$ cat src/rtl/ysyx_25040111_arbiter_pkg.sv
// Shared constants for the IFU/LSU AXI arbiter: FSM state encodings, AXI
// response codes and the fixed ID/burst values driven on the downstream port.
package ysyx_25040111_arbiter_pkg;

  localparam logic [1:0] ST_IDLE = 2'd0;
  localparam logic [1:0] ST_RD0  = 2'd1;
  localparam logic [1:0] ST_RD1  = 2'd2;
  localparam logic [1:0] ST_WR1  = 2'd3;

  localparam logic [1:0] RESP_OKAY   = 2'b00;
  localparam logic [1:0] RESP_EXOKAY = 2'b01;
  localparam logic [1:0] RESP_SLVERR = 2'b10;
  localparam logic [1:0] RESP_DECERR = 2'b11;

  localparam int         AXI_ID_W   = 4;
  localparam logic [3:0] AXI_ID     = 4'd0;
  localparam logic [7:0] AXI_LEN    = 8'd0;
  localparam logic [1:0] AXI_BURST  = 2'd0;

endpackage

$ cat src/rtl/ysyx_25040111_arbiter_muxkey.sv
// Generic key-selected multiplexer: lut holds NR_KEY {key, data} pairs packed
// with entry 0 in the least significant bits; unmatched keys yield default_out.
module ysyx_25040111_MuxKey #(
  parameter int NR_KEY   = 2,
  parameter int KEY_LEN  = 2,
  parameter int DATA_LEN = 1
) (
  output logic [DATA_LEN-1:0]                  out,
  input  logic [KEY_LEN-1:0]                   key,
  input  logic [DATA_LEN-1:0]                  default_out,
  input  logic [NR_KEY*(KEY_LEN+DATA_LEN)-1:0] lut
);

  localparam int PAIR_W = KEY_LEN + DATA_LEN;

  always_comb begin
    out = default_out;
    for (int i = 0; i < NR_KEY; i++) begin
      if (lut[i*PAIR_W+DATA_LEN +: KEY_LEN] == key) begin
        out = lut[i*PAIR_W +: DATA_LEN];
      end
    end
  end

endmodule

$ cat src/rtl/ysyx_25040111_arbiter.sv
// Two-master (IFU read-only, LSU read/write) to one AXI4 slave arbiter.
// Grant is a registered FSM state; all channel steering is a state-keyed mux.
module ysyx_25040111_arbiter
  import ysyx_25040111_arbiter_pkg::*;
#(
  parameter int ADDR_W  = 32,
  parameter int DATA_W  = 32,
  parameter int TMO_CYC = 4096
) (
  input  logic                  clk,
  input  logic                  rst,
  input  logic                  m0_arvalid,
  output logic                  m0_arready,
  input  logic [ADDR_W-1:0]     m0_araddr,
  input  logic [2:0]            m0_arsize,
  output logic                  m0_rvalid,
  input  logic                  m0_rready,
  output logic [DATA_W-1:0]     m0_rdata,
  output logic [1:0]            m0_rresp,
  output logic                  m0_rlast,
  input  logic                  m1_arvalid,
  output logic                  m1_arready,
  input  logic [ADDR_W-1:0]     m1_araddr,
  input  logic [2:0]            m1_arsize,
  output logic                  m1_rvalid,
  input  logic                  m1_rready,
  output logic [DATA_W-1:0]     m1_rdata,
  output logic [1:0]            m1_rresp,
  output logic                  m1_rlast,
  input  logic                  m1_awvalid,
  output logic                  m1_awready,
  input  logic [ADDR_W-1:0]     m1_awaddr,
  input  logic [2:0]            m1_awsize,
  input  logic                  m1_wvalid,
  output logic                  m1_wready,
  input  logic [DATA_W-1:0]     m1_wdata,
  input  logic [DATA_W/8-1:0]   m1_wstrb,
  input  logic                  m1_wlast,
  output logic                  m1_bvalid,
  input  logic                  m1_bready,
  output logic [1:0]            m1_bresp,
  output logic                  s_arvalid,
  input  logic                  s_arready,
  output logic [ADDR_W-1:0]     s_araddr,
  output logic [2:0]            s_arsize,
  output logic [AXI_ID_W-1:0]   s_arid,
  output logic [7:0]            s_arlen,
  output logic [1:0]            s_arburst,
  input  logic                  s_rvalid,
  output logic                  s_rready,
  input  logic [DATA_W-1:0]     s_rdata,
  input  logic [1:0]            s_rresp,
  input  logic                  s_rlast,
  output logic                  s_awvalid,
  input  logic                  s_awready,
  output logic [ADDR_W-1:0]     s_awaddr,
  output logic [2:0]            s_awsize,
  output logic [AXI_ID_W-1:0]   s_awid,
  output logic [7:0]            s_awlen,
  output logic [1:0]            s_awburst,
  output logic                  s_wvalid,
  input  logic                  s_wready,
  output logic [DATA_W-1:0]     s_wdata,
  output logic [DATA_W/8-1:0]   s_wstrb,
  output logic                  s_wlast,
  input  logic                  s_bvalid,
  output logic                  s_bready,
  input  logic [1:0]            s_bresp,
  output logic                  tmo
);

  localparam int AR_W  = 1 + ADDR_W + 3;
  localparam int R_W   = 1 + 1 + DATA_W + 2 + 1;
  localparam int WO_W  = 1 + ADDR_W + 3 + 1 + DATA_W + DATA_W/8 + 1 + 1;
  localparam int WI_W  = 1 + 1 + 1 + 2;
  localparam int CW    = $clog2(TMO_CYC + 1);
  localparam logic [CW-1:0] CNT_MAX = CW'(TMO_CYC);
  localparam logic [CW-1:0] CNT_PRE = CW'(TMO_CYC - 1);

  logic [1:0]    state_q, state_d;
  logic [CW-1:0] cnt_q, cnt_d;
  logic          tmo_q, tmo_d;

  logic [AR_W-1:0] s_ar_bus;
  logic [R_W-1:0]  s_r_bus, m0_r_bus, m1_r_bus;
  logic [WO_W-1:0] s_w_bus;
  logic [WI_W-1:0] m1_wr_bus;

  assign s_arid    = AXI_ID;
  assign s_arlen   = AXI_LEN;
  assign s_arburst = AXI_BURST;
  assign s_awid    = AXI_ID;
  assign s_awlen   = AXI_LEN;
  assign s_awburst = AXI_BURST;

  // Every select below is state_q alone, so no valid->ready path crosses arbitration.
  ysyx_25040111_MuxKey #(.NR_KEY(2), .KEY_LEN(2), .DATA_LEN(AR_W)) u_ar_mux (
    .out         (s_ar_bus),
    .key         (state_q),
    .default_out ({AR_W{1'b0}}),
    .lut         ({ST_RD1, m1_arvalid, m1_araddr, m1_arsize,
                   ST_RD0, m0_arvalid, m0_araddr, m0_arsize})
  );
  assign {s_arvalid, s_araddr, s_arsize} = s_ar_bus;

  ysyx_25040111_MuxKey #(.NR_KEY(2), .KEY_LEN(2), .DATA_LEN(1)) u_rready_mux (
    .out         (s_rready),
    .key         (state_q),
    .default_out (1'b0),
    .lut         ({ST_RD1, m1_rready, ST_RD0, m0_rready})
  );

  assign s_r_bus = {s_arready, s_rvalid, s_rdata, s_rresp, s_rlast};

  ysyx_25040111_MuxKey #(.NR_KEY(1), .KEY_LEN(2), .DATA_LEN(R_W)) u_m0_r_mux (
    .out         (m0_r_bus),
    .key         (state_q),
    .default_out ({R_W{1'b0}}),
    .lut         ({ST_RD0, s_r_bus})
  );
  assign {m0_arready, m0_rvalid, m0_rdata, m0_rresp, m0_rlast} = m0_r_bus;

  ysyx_25040111_MuxKey #(.NR_KEY(1), .KEY_LEN(2), .DATA_LEN(R_W)) u_m1_r_mux (
    .out         (m1_r_bus),
    .key         (state_q),
    .default_out ({R_W{1'b0}}),
    .lut         ({ST_RD1, s_r_bus})
  );
  assign {m1_arready, m1_rvalid, m1_rdata, m1_rresp, m1_rlast} = m1_r_bus;

  ysyx_25040111_MuxKey #(.NR_KEY(1), .KEY_LEN(2), .DATA_LEN(WO_W)) u_w_mux (
    .out         (s_w_bus),
    .key         (state_q),
    .default_out ({WO_W{1'b0}}),
    .lut         ({ST_WR1, m1_awvalid, m1_awaddr, m1_awsize,
                   m1_wvalid, m1_wdata, m1_wstrb, m1_wlast, m1_bready})
  );
  assign {s_awvalid, s_awaddr, s_awsize,
          s_wvalid, s_wdata, s_wstrb, s_wlast, s_bready} = s_w_bus;

  ysyx_25040111_MuxKey #(.NR_KEY(1), .KEY_LEN(2), .DATA_LEN(WI_W)) u_b_mux (
    .out         (m1_wr_bus),
    .key         (state_q),
    .default_out ({WI_W{1'b0}}),
    .lut         ({ST_WR1, s_awready, s_wready, s_bvalid, s_bresp})
  );
  assign {m1_awready, m1_wready, m1_bvalid, m1_bresp} = m1_wr_bus;

  // Writes end only on the B handshake, whatever order AW and W completed in.
  always_comb begin
    state_d = state_q;
    case (state_q)
      ST_IDLE: begin
        if (m1_arvalid)      state_d = ST_RD1;
        else if (m1_awvalid) state_d = ST_WR1;
        else if (m0_arvalid) state_d = ST_RD0;
      end
      ST_RD0, ST_RD1: begin
        if (s_rvalid && s_rready && s_rlast) state_d = ST_IDLE;
      end
      default: begin
        if (s_bvalid && s_bready) state_d = ST_IDLE;
      end
    endcase
  end

  // Saturating at TMO_CYC means the one-before-max match happens once per grant.
  always_comb begin
    cnt_d = cnt_q;
    tmo_d = 1'b0;
    if (state_q == ST_IDLE) begin
      cnt_d = '0;
    end else if (cnt_q != CNT_MAX) begin
      cnt_d = cnt_q + CW'(1);
    end
    if ((state_q != ST_IDLE) && (state_d == state_q) && (cnt_q == CNT_PRE)) begin
      tmo_d = 1'b1;
    end
  end

  always_ff @(posedge clk or posedge rst) begin
    if (rst) begin
      state_q <= ST_IDLE;
      cnt_q   <= '0;
      tmo_q   <= 1'b0;
    end else begin
      state_q <= state_d;
      cnt_q   <= cnt_d;
      tmo_q   <= tmo_d;
    end
  end

  assign tmo = tmo_q;

endmodule

$ cat config.mk
export PLATFORM = sky130hd
export DESIGN_NAME = ysyx_25040111_arbiter
export DESIGN_NICKNAME = d
export VERILOG_FILES = /design/src/rtl/ysyx_25040111_arbiter_pkg.sv /design/src/rtl/ysyx_25040111_arbiter_muxkey.sv /design/src/rtl/ysyx_25040111_arbiter.sv
export SDC_FILE = /design/constraint.sdc
export NUM_CORES = 1
export LEC_CHECK = 0
export CAP_MARGIN = 20
export CORE_AREA = 2 2 159 161
export CTS_CLUSTER_DIAMETER = 150
export DETAILED_ROUTE_END_ITERATION = 10
export DIE_AREA = 0 0 161 163
export RECOVER_POWER = 50
export REMOVE_ABC_BUFFERS = 1
export SYNTH_ARGS = -nofsm -noshare
export SYNTH_HDL_FRONTEND = slang
export SYNTH_SLANG_ARGS = --single-unit
$ cat constraint.sdc
create_clock -name clk -period 3.8 [get_ports clk]
set_input_delay 0.57 -clock clk [delete_from_list [all_inputs] [get_ports clk]]
set_output_delay 0.57 -clock clk [all_outputs]
set_load 0.02 [all_outputs]
---- After elaboration in Yosys (flattened, before gate mapping) ----
Cells that the tools add are included.
cells by class
  $add $sub $neg .......................... 1
  equality and inequality tests ........... 8
  muxes and demuxes ....................... 17
  reductions and logical operators ........ 9
operators by type and width
  kind                     count
  $mux W75                 1
  $mux W37                 2
  $mux W36                 2
  $mux W13                 2
  $add A13 B1 Y13 const B  1
  $eq A13 B12 Y1 const B   1
  $ne A13 B13 Y1 const B   1
  $mux W2                  5
  $logic_and A1 B1 Y1      5
  $mux W5                  1
  $eq A2 B2 Y1 const A     2
  $pmux W2 S2              1
  $reduce_bool A2 Y1       2
  $mux W1                  3
  $eq A1 B2 Y1 const A     1
  $eq A2 B1 Y1 const B     1
  $eq A2 B2 Y1             1
  $eq A2 B2 Y1 const B     1
  $logic_not A2 Y1         1
  $reduce_or A2 Y1         1
word-level totals
  register bits ........................... 16
  input port bits ......................... 193
  output and inout port bits .............. 220
  word-level logic and storage cells ...... 38

---- Longest topological paths before layout ----
Gate-level depths: netlist (run 1).
  word-level depth ........................ 11
  gate-level depth with buffers ........... 6
  gate-level depth less buffers ........... 6

---- Cells and area by module ----
From an unflattened synthesis (run 1), not the netlist that was laid out.
second synthesis, totals
  cell total of the unflattened synthesis .. 483
  area, all modules ....................... 4586.9 um^2
modules (own cells, without submodules)
  module                                 times used  cells each  area each (um^2)  sequential area each (um^2)
  ysyx_25040111_MuxKey (u_m0_r_mux ...)  2           43          603.1             0.0
  ysyx_25040111_MuxKey (u_w_mux)         1           86          1133.6            0.0
  ysyx_25040111_arbiter                  1           121         1092.3            400.4
  ysyx_25040111_MuxKey (u_ar_mux)        1           173         983.4             0.0
  ysyx_25040111_MuxKey (u_b_mux)         1           8           103.8             0.0
  ysyx_25040111_MuxKey (u_rready_mux)    1           9           67.6              0.0

---- Worst setup path before layout (run 1) ----
OpenSTA, ideal clock, no wires.
  path kind ............................... register to output
  start point ............................. register state_q[1]
  end point ............................... output s_araddr[10]
  data arrival time ....................... 1.616 ns
  data required time ...................... 3.230 ns
  path slack .............................. 1.614 ns
  cell stages (with the launch flop) ...... 7
  path buffers ............................ 2
  cell sequence ........................... dfrtp_1 inv_1 ha_1 nor2b_1 clkbuf_1 clkbuf_1 a22o_1
on the way
  word-level cells in the longest chain between the ends .. 3
  elaborated cells on any way between the ends .. 4
  those cells by class .................... eq/ne (2); mux (2)
RTL lines
  what                      RTL line                            text
  start: declaration        ysyx_25040111_arbiter.sv:80         logic [1:0] state_q, state_d;
  start signal: assignment  ysyx_25040111_arbiter.sv:187        state_q <= state_d;
  $eq A1 B2 Y1              ysyx_25040111_arbiter_muxkey.sv:19  if (lut[i*PAIR_W+DATA_LEN +: KEY_LEN] == key) begin
  $mux W36                  ysyx_25040111_arbiter_muxkey.sv:19
  $mux W36 (*)              ysyx_25040111_arbiter_muxkey.sv:19
  end: declaration          ysyx_25040111_arbiter.sv:44         output logic [ADDR_W-1:0] s_araddr,
Every way passes the cells marked *; elsewhere a longest branch is shown, timed or not.

---- Final worst setup path (run 1) ----
  start point ............................. register state_q[1]
  end point ............................... output s_awaddr[4]
on the way
  word-level cells in the longest chain between the ends .. 2
RTL lines
  what              RTL line                            text
  $eq A2 B2 Y1      ysyx_25040111_arbiter_muxkey.sv:19
  $mux W75          ysyx_25040111_arbiter_muxkey.sv:19
  end: declaration  ysyx_25040111_arbiter.sv:56         output logic [ADDR_W-1:0] s_awaddr,
No other way between the ends.

==> results.cfg, run 1 <==
[synthesis]
yosysMostFrequentCell = and2_1
yosys.area.top_type = and2_1
synth_area_per_cell_um2 = 7.36
yosysUniqueCellTypes = 32
synthFlopType = dfrtp_1
ys_warn_count = 0
synth_xor_area_frac = 0.0311
synth_adder_area_share = 0.0346
synth_top_area_share = 0.383
synthMuxAreaShare = 0.00395
synth_edf_count = 0
synthTopCellsByCount = 155 x and2_1, 36 x a22o_1, 28 x buf_4
synth_compound_area_frac = 0.160
synthCells = 344
ys_seq_area_frac = 0.158
synthArstFlopShare = 1.00
synth_top_family_by_area = simple AND/OR/NAND/NOR gates
ys_ff_latch = 16
synthTopCellsByArea = and2_1 38%, dfrtp_1 16%, a22o_1 12%, buf_4 8.3%, clkbuf_1 3.9%
yosys.area_share.simple = 0.479
syn-cell-area_um2 = 2530

[detailed_routing]
drtIter0Drc = 187
vias = 3695
drt-total-wl_um = 21900
post-route-drc-count = 0
post_drt_wl_per_cell_um = 21.1
drtPass1Iterations = 4
vias_per_cell = 3.55
ant_nets = 0

[sta]
max_slew_margin = 0.171
finalSetupViolCount = 0
worst_slew_pin_slew_ns = 1.24
hold_viol = 0
max_freq_ghz = 0.284
period_share = 0.925
holdWs_ns = 0.584
min_period_ns = 3.52
fin_setup_tns_ns = 0
clock_skew_ns = 0.00203
slew_viol_final = 0
rsz0062_at_grt = no

[clocking]
root_buffer = clkbuf_16
insertion_delay_ns = 0.25
cts.sinks = 16
cts.path.max_buffers = 2
postCtsSetupBuffers = 0
clkTransAtPathRegs_ns = 0.05
numCtsBuffers = 3
cts_tree = done
ctsResizeCount = 0
cts_hold_buf = 0
htree_num_levels = 1

[placement]
numPortBuffers = 384
placed_area_um2 = 6640
hpwl_um = 18900
gp_congestion = 0.816

[setup_path]
r2r-end = state_q[0]$_DFF_PP0_
worstPathArrival_ns = 2.95
path_max_fanout = 81
critPathKind = reg -> out
reg2reg_from = state_q[1]$_DFF_PP0_
crit_required_ns = 3.23
crit_path_end_kind = primary output
crit_path_start_kind = register
r2r_slack_ns = 1.33
startpoint = state_q[1]$_DFF_PP0_
worstSetupEndpoint = s_awaddr[4]
r2r_cells = 6

[die]
die_y_um = 163
core_area_um2 = 24700
die_area_um2 = 26200
start_util = 0.103
die_w_um = 161
rows = 58
boundaryPins = 413

[power]
powerDensity_nw_per_um2 = 442
ir_worst_vdd_mv = 0.300
p_leak_nw = 2.77

[global_routing]
antenna_found_initial = 8
grt_max_degree = 82
grt_usage = 0.156
grt_pass1_wl_um = 29100
grt_overflow = 0
grt_pass1_vias = 3580

[final_layout]
finalNetCount = 909
syn_to_final_growth_pct = 165
stdcell_area_um2 = 6710
final_layout_size_suffix_gt1_frac = 0.0226
fillers = 2662

[job]
drv_cap = 0

[outcome]
status = finished clean

[hold_path]
hold_path_class = reg -> reg
## area by class of cell
cell class | instances | area, um^2 | share of cell area
Sequential cell | 16 | 400 | 0.0596
Antenna cell | 2 | 5.00 | 0.000746
Inverter | 7 | 26.3 | 0.00391
Clock buffer | 4 | 88.8 | 0.0132
Timing Repair Buffer | 387 | 3870 | 0.577
Tap cell | 330 | 413 | 0.0615
Multi-Input combinational cell | 294 | 1910 | 0.284
## sequential cells by signal (all words and copies together), names as in the netlist
signal / cells
tmo: 1
cnt_q: 13
state_q: 2
## metrics by stage
stage | power, mW | utilization | instances | setup WS, ns
6_report | 2.97 | 0.272 | 1040 | 0.285
5_1_grt | 3.15 | 0.272 | 1039 | 0.0898
4_1_cts | 3.05 | 0.273 | 1038 | 0.267
3_5_place_dp | 2.80 | 0.269 | 1034 | 0.544
3_3_place_gp | 2.80 | 0.269 | 1034 | 0.602
2_1_floorplan | 1.44 | - | 317 | 0.261
## worst min path at each step
stage | start | endpoint | slack (ns) | cells after the start
after detailed placement | cnt_q[10]$_DFFE_PP0P_ | cnt_q[10]$_DFFE_PP0P_ | 0.57 | 2
final | cnt_q[10]$_DFFE_PP0P_ | cnt_q[10]$_DFFE_PP0P_ | 0.58 | 2
after floorplan | rst | cnt_q[0]$_DFFE_PP0P_ | 0.48 | 1
after global placement | cnt_q[11]$_DFFE_PP0P_ | cnt_q[11]$_DFFE_PP0P_ | 0.56 | 2
after global routing | cnt_q[12]$_DFFE_PP0P_ | cnt_q[12]$_DFFE_PP0P_ | 0.62 | 2
after CTS | cnt_q[10]$_DFFE_PP0P_ | cnt_q[10]$_DFFE_PP0P_ | 0.58 | 2
## cells in the final DEF, fill, tap and decap left out, types with 2 or more instances in the layout
cell type,n
clkdlybuf4s50_1,321
nor3_1,3
xnor2_1,4
o21ai_0,5
ha_1,5
buf_4,3
nand2b_1,3
diode_2,2
inv_1,7
xor2_1,5
ha_2,2
clkbuf_16,3
and2_0,5
conb_1,28
nor4b_1,2
or3_2,2
nand2_1,7
dfrtp_1,16
a22o_1,36
nand4_1,3
dlygate4sd3_1,61
a21oi_1,6
and2_1,150
nor2_1,13
nand3_1,3
## per-layer routing
metal	up-vias	wire (um)	track usage
met4	6	96	0.0211
met5	-	41	0
met1	1689	9550	0.208
met3	15	2820	0.0825
li1	1798	-	-
met2	187	9420	0.228
## power breakdown
group          total, mW  leakage (nW)  switching, mW  internal, mW
Clock              0.228        0.0442         0.0681         0.160
Sequential         0.230         0.218         0.0336         0.196
Combinational       2.51          2.51           1.32          1.19
Total               2.97          2.77           1.42          1.55
## critical path, cell delays in order (launching register included)
cell and delay (ns):
dfrtp_1 0.44, ha_2 0.21, clkbuf_2 0.88, and2_1 0.26
dlygate4sd3_1 0.84
## logic make-up after synthesis
kind of cell,after synthesis
mux,1
flops,16
buf+inv,61
other cells,1
xor+xnor,9
simple gates,198
compound gates,51
fa+ha+maj,7
Power figures use the tool's default switching activity.
==> run 2: changes to the inputs <==
--- a/config.mk
+++ b/config.mk
@@ -5,13 +5,15 @@
 export SDC_FILE = /design/constraint.sdc
 export NUM_CORES = 1
 export LEC_CHECK = 0
+export ABC_AREA = 1
 export CAP_MARGIN = 20
-export CORE_AREA = 2 2 159 161
-export CTS_CLUSTER_DIAMETER = 150
+export CORE_AREA = 2 2 160 162
+export CTS_CLUSTER_DIAMETER = 200
 export DETAILED_ROUTE_END_ITERATION = 10
-export DIE_AREA = 0 0 161 163
+export DIE_AREA = 0 0 162 164
 export RECOVER_POWER = 50
 export REMOVE_ABC_BUFFERS = 1
 export SYNTH_ARGS = -nofsm -noshare
 export SYNTH_HDL_FRONTEND = slang
+export SYNTH_HIERARCHICAL = 1
 export SYNTH_SLANG_ARGS = --single-unit
==> run 2 against run 1 <==
Total power grew 92%. Utilization grew 13 points. Global-route usage grew 0.46 points. Routed wire length grew 1.8%. Critical path depth grew 2. Sequential power grew 4%. Design area grew 49%. Area after synthesis grew 120%. Synthesized cell count grew to 2.9 times the previous value. Sequential share of layout area shrank 2.0 points. Fmax grew 2.7%. First-iteration DRC count grew 120%. Critical endpoint is now m1_rvalid.
==> results.cfg, run 2 <==
[final_layout]
final_cell_mix = 467 x nand2_1, 310 x clkdlybuf4s50_1, 247 x conb_1
utilization = 0.404
largest_register_ffs = 13
final_layout_size_suffix_gt1_frac = 0.0678
largest-register = cnt_q
syn_to_final_growth_pct = 82.9
finalNetCount = 1762
mostFrequentLayoutCell = nand2_1

[power]
power_frac_comb = 0.918
powerDensity_nw_per_um2 = 569
ir_worst_vdd_mv = 0.309
internal-power_mw = 2.41
p_clk_frac = 0.040
swShare = 0.577
pwr-share-seq = 0.042
p_switching_mw = 3.29
p_leak_nw = 5.28

[sta]
hold_viol = 0
rsz0062_at_grt = no
finalSetupViolCount = 0
slew_viol_final = 0
period_share = 0.901
max_freq_ghz = 0.292
setup_ws_ns = 0.378
max_slew_margin = 0.246
min_period_ns = 3.42
clock_skew_ns = 0.00154
fin_setup_tns_ns = 0
worst_slew_pin_slew_ns = 1.13

[die]
rows = 58
boundaryPins = 413
die_w_um = 162
die_y_um = 164
core_area_um2 = 24800
start_util = 0.221
die_area_um2 = 26600

[hold_path]
holdPathEnd = cnt_q[12]$_DFFE_PP0P_
hold_path_class = reg -> reg
hold_start = cnt_q[12]$_DFFE_PP0P_
min_path_cells = 2

[synthesis]
yosysMostFrequentCell = nand2_1
synth_edf_count = 0
ys_warn_count = 6
synthFlopType = dfrtp_1
syn-cell-area_um2 = 5490
synth_area_per_cell_um2 = 5.43
synthArstFlopShare = 1.00
yosysUniqueCellTypes = 32
ys_seq_area_frac = 0.0730
synthCells = 1011
synthTopCellsByArea = nand2_1 32%, nand3_1 17%, nand3_2 11%, inv_1 8.0%, dfrtp_1 7.3%
synth_top_area_share = 0.319
synthTopCellsByCount = 466 x nand2_1, 182 x nand3_1, 117 x inv_1
yosys.area.top_type = nand2_1
ys_ff_latch = 16

[clocking]
postCtsSetupBuffers = 0
cts_hold_buf = 0
cts.path.max_buffers = 2
root_buffer = clkbuf_16
numCtsBuffers = 3
cts.sinks = 16
insertion_delay_ns = 0.25
htree_num_levels = 1
cts_tree = done
clkTransAtPathRegs_ns = 0.05
ctsResizeCount = 0

[setup_path]
r2r_slack_ns = 1.60
crit_path_start_kind = register
crit_required_ns = 3.23
r2r-end = tmo$_DFF_PP0_
critPathKind = reg -> out
path_max_fanout = 38
reg2reg_from = state_q[0]$_DFF_PP0_
worstPathArrival_ns = 2.85
crit_path_end_kind = primary output
r2r_cells = 11

[global_routing]
grt_pass1_vias = 6478
antenna_found_initial = 1
grt_pass1_wl_um = 34700
grt_max_degree = 77
grt_overflow = 0
grt_usage = 0.161

[detailed_routing]
drtPass1Iterations = 7
ant_nets = 0
post_drt_wl_per_cell_um = 11.8
drtIter0Drc = 416
vias_per_cell = 3.85
vias = 7293
drt-total-wl_um = 22300
post-route-drc-count = 0

[placement]
hpwl_um = 17600
gp_congestion = 0.856
place_ws_ns = 0.781
numPortBuffers = 384

[job]
drv_cap = 0

[outcome]
status = finished clean
==> run 2: through the flow <==
step                      hold WS, ns  area (um^2)  cells  total power [mW]
after global placement          0.497         9950   1890              5.62
after global routing            0.544        10000   1895              6.21
after detailed placement        0.508         9950   1890              5.63
after CTS                       0.524        10000   1894              5.88
final                           0.525        10000   1895              5.71
after floorplan                 0.480         5580   1166              3.16
==> run 2: worst max-delay path by stage <==
stage	end	slack, ns	start	cells past startpoint
2_1_floorplan	s_bready	1.43	state_q[0]$_DFF_PP0_	4
3_3_place_gp	s_arsize[1]	0.83	state_q[0]$_DFF_PP0_	7
3_5_place_dp	s_arsize[1]	0.78	state_q[0]$_DFF_PP0_	7
4_1_cts	s_arsize[1]	0.51	state_q[0]$_DFF_PP0_	7
5_1_grt	m1_rvalid	0.13	state_q[0]$_DFF_PP0_	6
6_report	m1_rvalid	0.38	state_q[0]$_DFF_PP0_	6
==> run 2: logic make-up (layout without fill, tap and decap cells) <==
| group | Yosys count | count (layout) | synth area share |
|---|---|---|---|
| simple gates | 760 | 760 | 0.661 |
| buf+inv | 209 | 517 | 0.233 |
| flops | 16 | 16 | 0.0730 |
| compound gates | 15 | 15 | 0.0148 |
| xor+xnor | 5 | 5 | 0.00798 |
| fa+ha+maj | 4 | 4 | 0.00912 |
| other cells | 2 | 248 | 0.00137 |
==> run 2: worst max-delay path, stage by stage (launching register included) <==
cell and delay (ns):
dfrtp_1 0.73, inv_1 0.12, nand2_2 0.08, nand2_2 0.60
nand3_1 0.32, nand2_1 0.07, dlygate4sd3_1 0.66
==> run 2: final cells by class <==
cell class	instances	area (um^2)
fillers	2657	14800
multi-input cells	1031	4720
repair buffers	394	3960
inverters	119	449
well taps	330	413
flip-flops and latches	16	400
clock buffers	4	88.8
diodes	1	2.50
==> run 2: power groups by stage <==
stage	combinational (mW)	sequential, mW	clock (mW)
final	5.24	0.240	0.228
after CTS	5.40	0.241	0.235
after global placement	5.37	0.242	0
after floorplan	2.91	0.251	0
after detailed placement	5.38	0.244	0
after global routing	5.71	0.249	0.244
==> run 2: routing by layer <==
layer	up-vias	track usage	wire, um
met1	3067	0.208	9530
met4	0	0.0322	384
met3	26	0.0199	1310
met2	228	0.287	11100
li1	3972	-	-
met5	-	0	0
==> run 3: changes to the inputs <==
--- a/config.mk
+++ b/config.mk
@@ -11,6 +11,7 @@
 export CTS_CLUSTER_DIAMETER = 200
 export DETAILED_ROUTE_END_ITERATION = 10
 export DIE_AREA = 0 0 162 164
+export MAX_ROUTING_LAYER = met4
 export RECOVER_POWER = 50
 export REMOVE_ABC_BUFFERS = 1
 export SYNTH_ARGS = -nofsm -noshare
==> run 3 against run 2 <==
Critical path depth is the same. Register-to-register slack is essentially flat. Via count shrank 0.37%. Critical path type unchanged.
==> results.cfg, run 3 (synthesis gave the netlist of run 2 again) <==
[detailed_routing]
post_drt_wl_per_cell_um = 11.8
drtPass1Iterations = 7
post-route-drc-count = 0
drtIter0Drc = 384
ant_nets = 0
drt-total-wl_um = 22400
vias = 7266
vias_per_cell = 3.83

[final_layout]
largest-register = cnt_q
syn_to_final_growth_pct = 82.9
finalNetCount = 1762
mostFrequentLayoutCell = nand2_1
final_layout_size_suffix_gt1_frac = 0.0678
final_cell_mix = 467 x nand2_1, 308 x clkdlybuf4s50_1, 247 x conb_1
fillers = 2657
largest_register_ffs = 13
utilization = 0.404

[job]
drv_cap = 0

[placement]
numPortBuffers = 384
hpwl_um = 17600
gp_congestion = 0.870

[clocking]
ctsResizeCount = 0
insertion_delay_ns = 0.25
cts.path.max_buffers = 2
cts_hold_buf = 0
root_buffer = clkbuf_16
postCtsSetupBuffers = 0
clkTransAtPathRegs_ns = 0.05
htree_num_levels = 1
cts_tree = done
cts.sinks = 16
numCtsBuffers = 3

[setup_path]
crit_path_end_kind = primary output
crit_required_ns = 3.23
worstPathArrival_ns = 2.87
path_max_fanout = 38
critPathKind = reg -> out
crit_path_start_kind = register

[sta]
max_slew_margin = 0.244
rsz0062_at_grt = no
min_period_ns = 3.44
worst_slew_pin_slew_ns = 1.13
slew_viol_final = 0
hold_viol = 0
fin_setup_tns_ns = 0
period_share = 0.904
finalSetupViolCount = 0
max_freq_ghz = 0.291
clock_skew_ns = 0.000894

[die]
boundaryPins = 413
die_area_um2 = 26600
start_util = 0.221
core_area_um2 = 24800
die_w_um = 162
die_y_um = 164
rows = 58

[global_routing]
grt_pass1_vias = 6466
grt_pass1_wl_um = 34800
grt_usage = 0.166
antenna_found_initial = 1
grt_max_degree = 77
grt_overflow = 0

[power]
p_leak_nw = 5.28
powerDensity_nw_per_um2 = 568
total_power_mw = 5.70
ir_worst_vdd_mv = 0.309

[hold_path]
hold_path_class = reg -> reg

[outcome]
status = finished clean
-- run 3: changes by cell type in the layout (fill, tap and decap cells not counted), sizes merged --
| cell | previous run | this run |
|---|---|---|
| dlygate4sd3 | 74 | 76 |
| clkdlybuf4s50 | 310 | 308 |
-- run 3: report_power, final --
part / leakage, nW / internal (mW) / switching, mW
logic: 5.02 / 2.05 / 3.18
clock network: 0.0442 / 0.160 / 0.0669
registers: 0.216 / 0.199 / 0.0413
-- run 3: layer usage --
metal  track usage  up-vias  share of wire
met5             -        -              0
met4        0.0322        0          0.017
met3        0.0179       28          0.055
met2         0.285      226           0.50
met1         0.211     3039           0.43
li1              -     3973              -
-- run 3: area by class of cell --
class / instances / area [um^2] / area share
multi-input combinational: 1031 / 4720 / 0.471
timing repair buffer: 394 / 3960 / 0.394
inverter: 119 / 449 / 0.0448
tap: 330 / 413 / 0.0412
sequential: 16 / 400 / 0.0399
clock buffer: 4 / 88.8 / 0.00886
antenna: 1 / 2.50 / 0.000249
-- run 3: worst paths after layout --
| path | cells past startpoint | startpoint | slack (ns) | endpoint |
|---|---|---|---|---|
| max | 6 | state_q[0]$_DFF_PP0_ | 0.36 | m1_rdata[0] |
| max in group asynchronous | 2 | rst | 2.54 | cnt_q[8]$_DFFE_PP0P_ |
| max reg2reg | 11 | state_q[0]$_DFF_PP0_ | 1.59 | tmo$_DFF_PP0_ |
| min in group asynchronous | 2 | rst | 0.85 | state_q[1]$_DFF_PP0_ |
| min reg2reg | 2 | cnt_q[12]$_DFFE_PP0P_ | 0.53 | cnt_q[12]$_DFFE_PP0P_ |
| min | 2 | cnt_q[12]$_DFFE_PP0P_ | 0.53 | cnt_q[12]$_DFFE_PP0P_ |
-- run 3: critical path, cell delays in order (launching register included) --
cell	delay, ns
dfrtp_1	0.73
inv_1	0.11
nand2_2	0.08
nand2_2	0.60
nand3_1	0.32
nand2_1	0.08
dlygate4sd3_1	0.65
-- run 3: metrics by stage --
stage | worst slack [ns] | hold slack, ns | instances | cell area, um^2
after detailed placement | 0.781 | 0.508 | 1890 | 9950
final | 0.364 | 0.526 | 1895 | 10000
after global routing | 0.120 | 0.543 | 1895 | 10000
after global placement | 0.827 | 0.497 | 1890 | 9950
after floorplan | 1.43 | 0.480 | 1166 | 5580
after CTS | 0.514 | 0.524 | 1894 | 10000
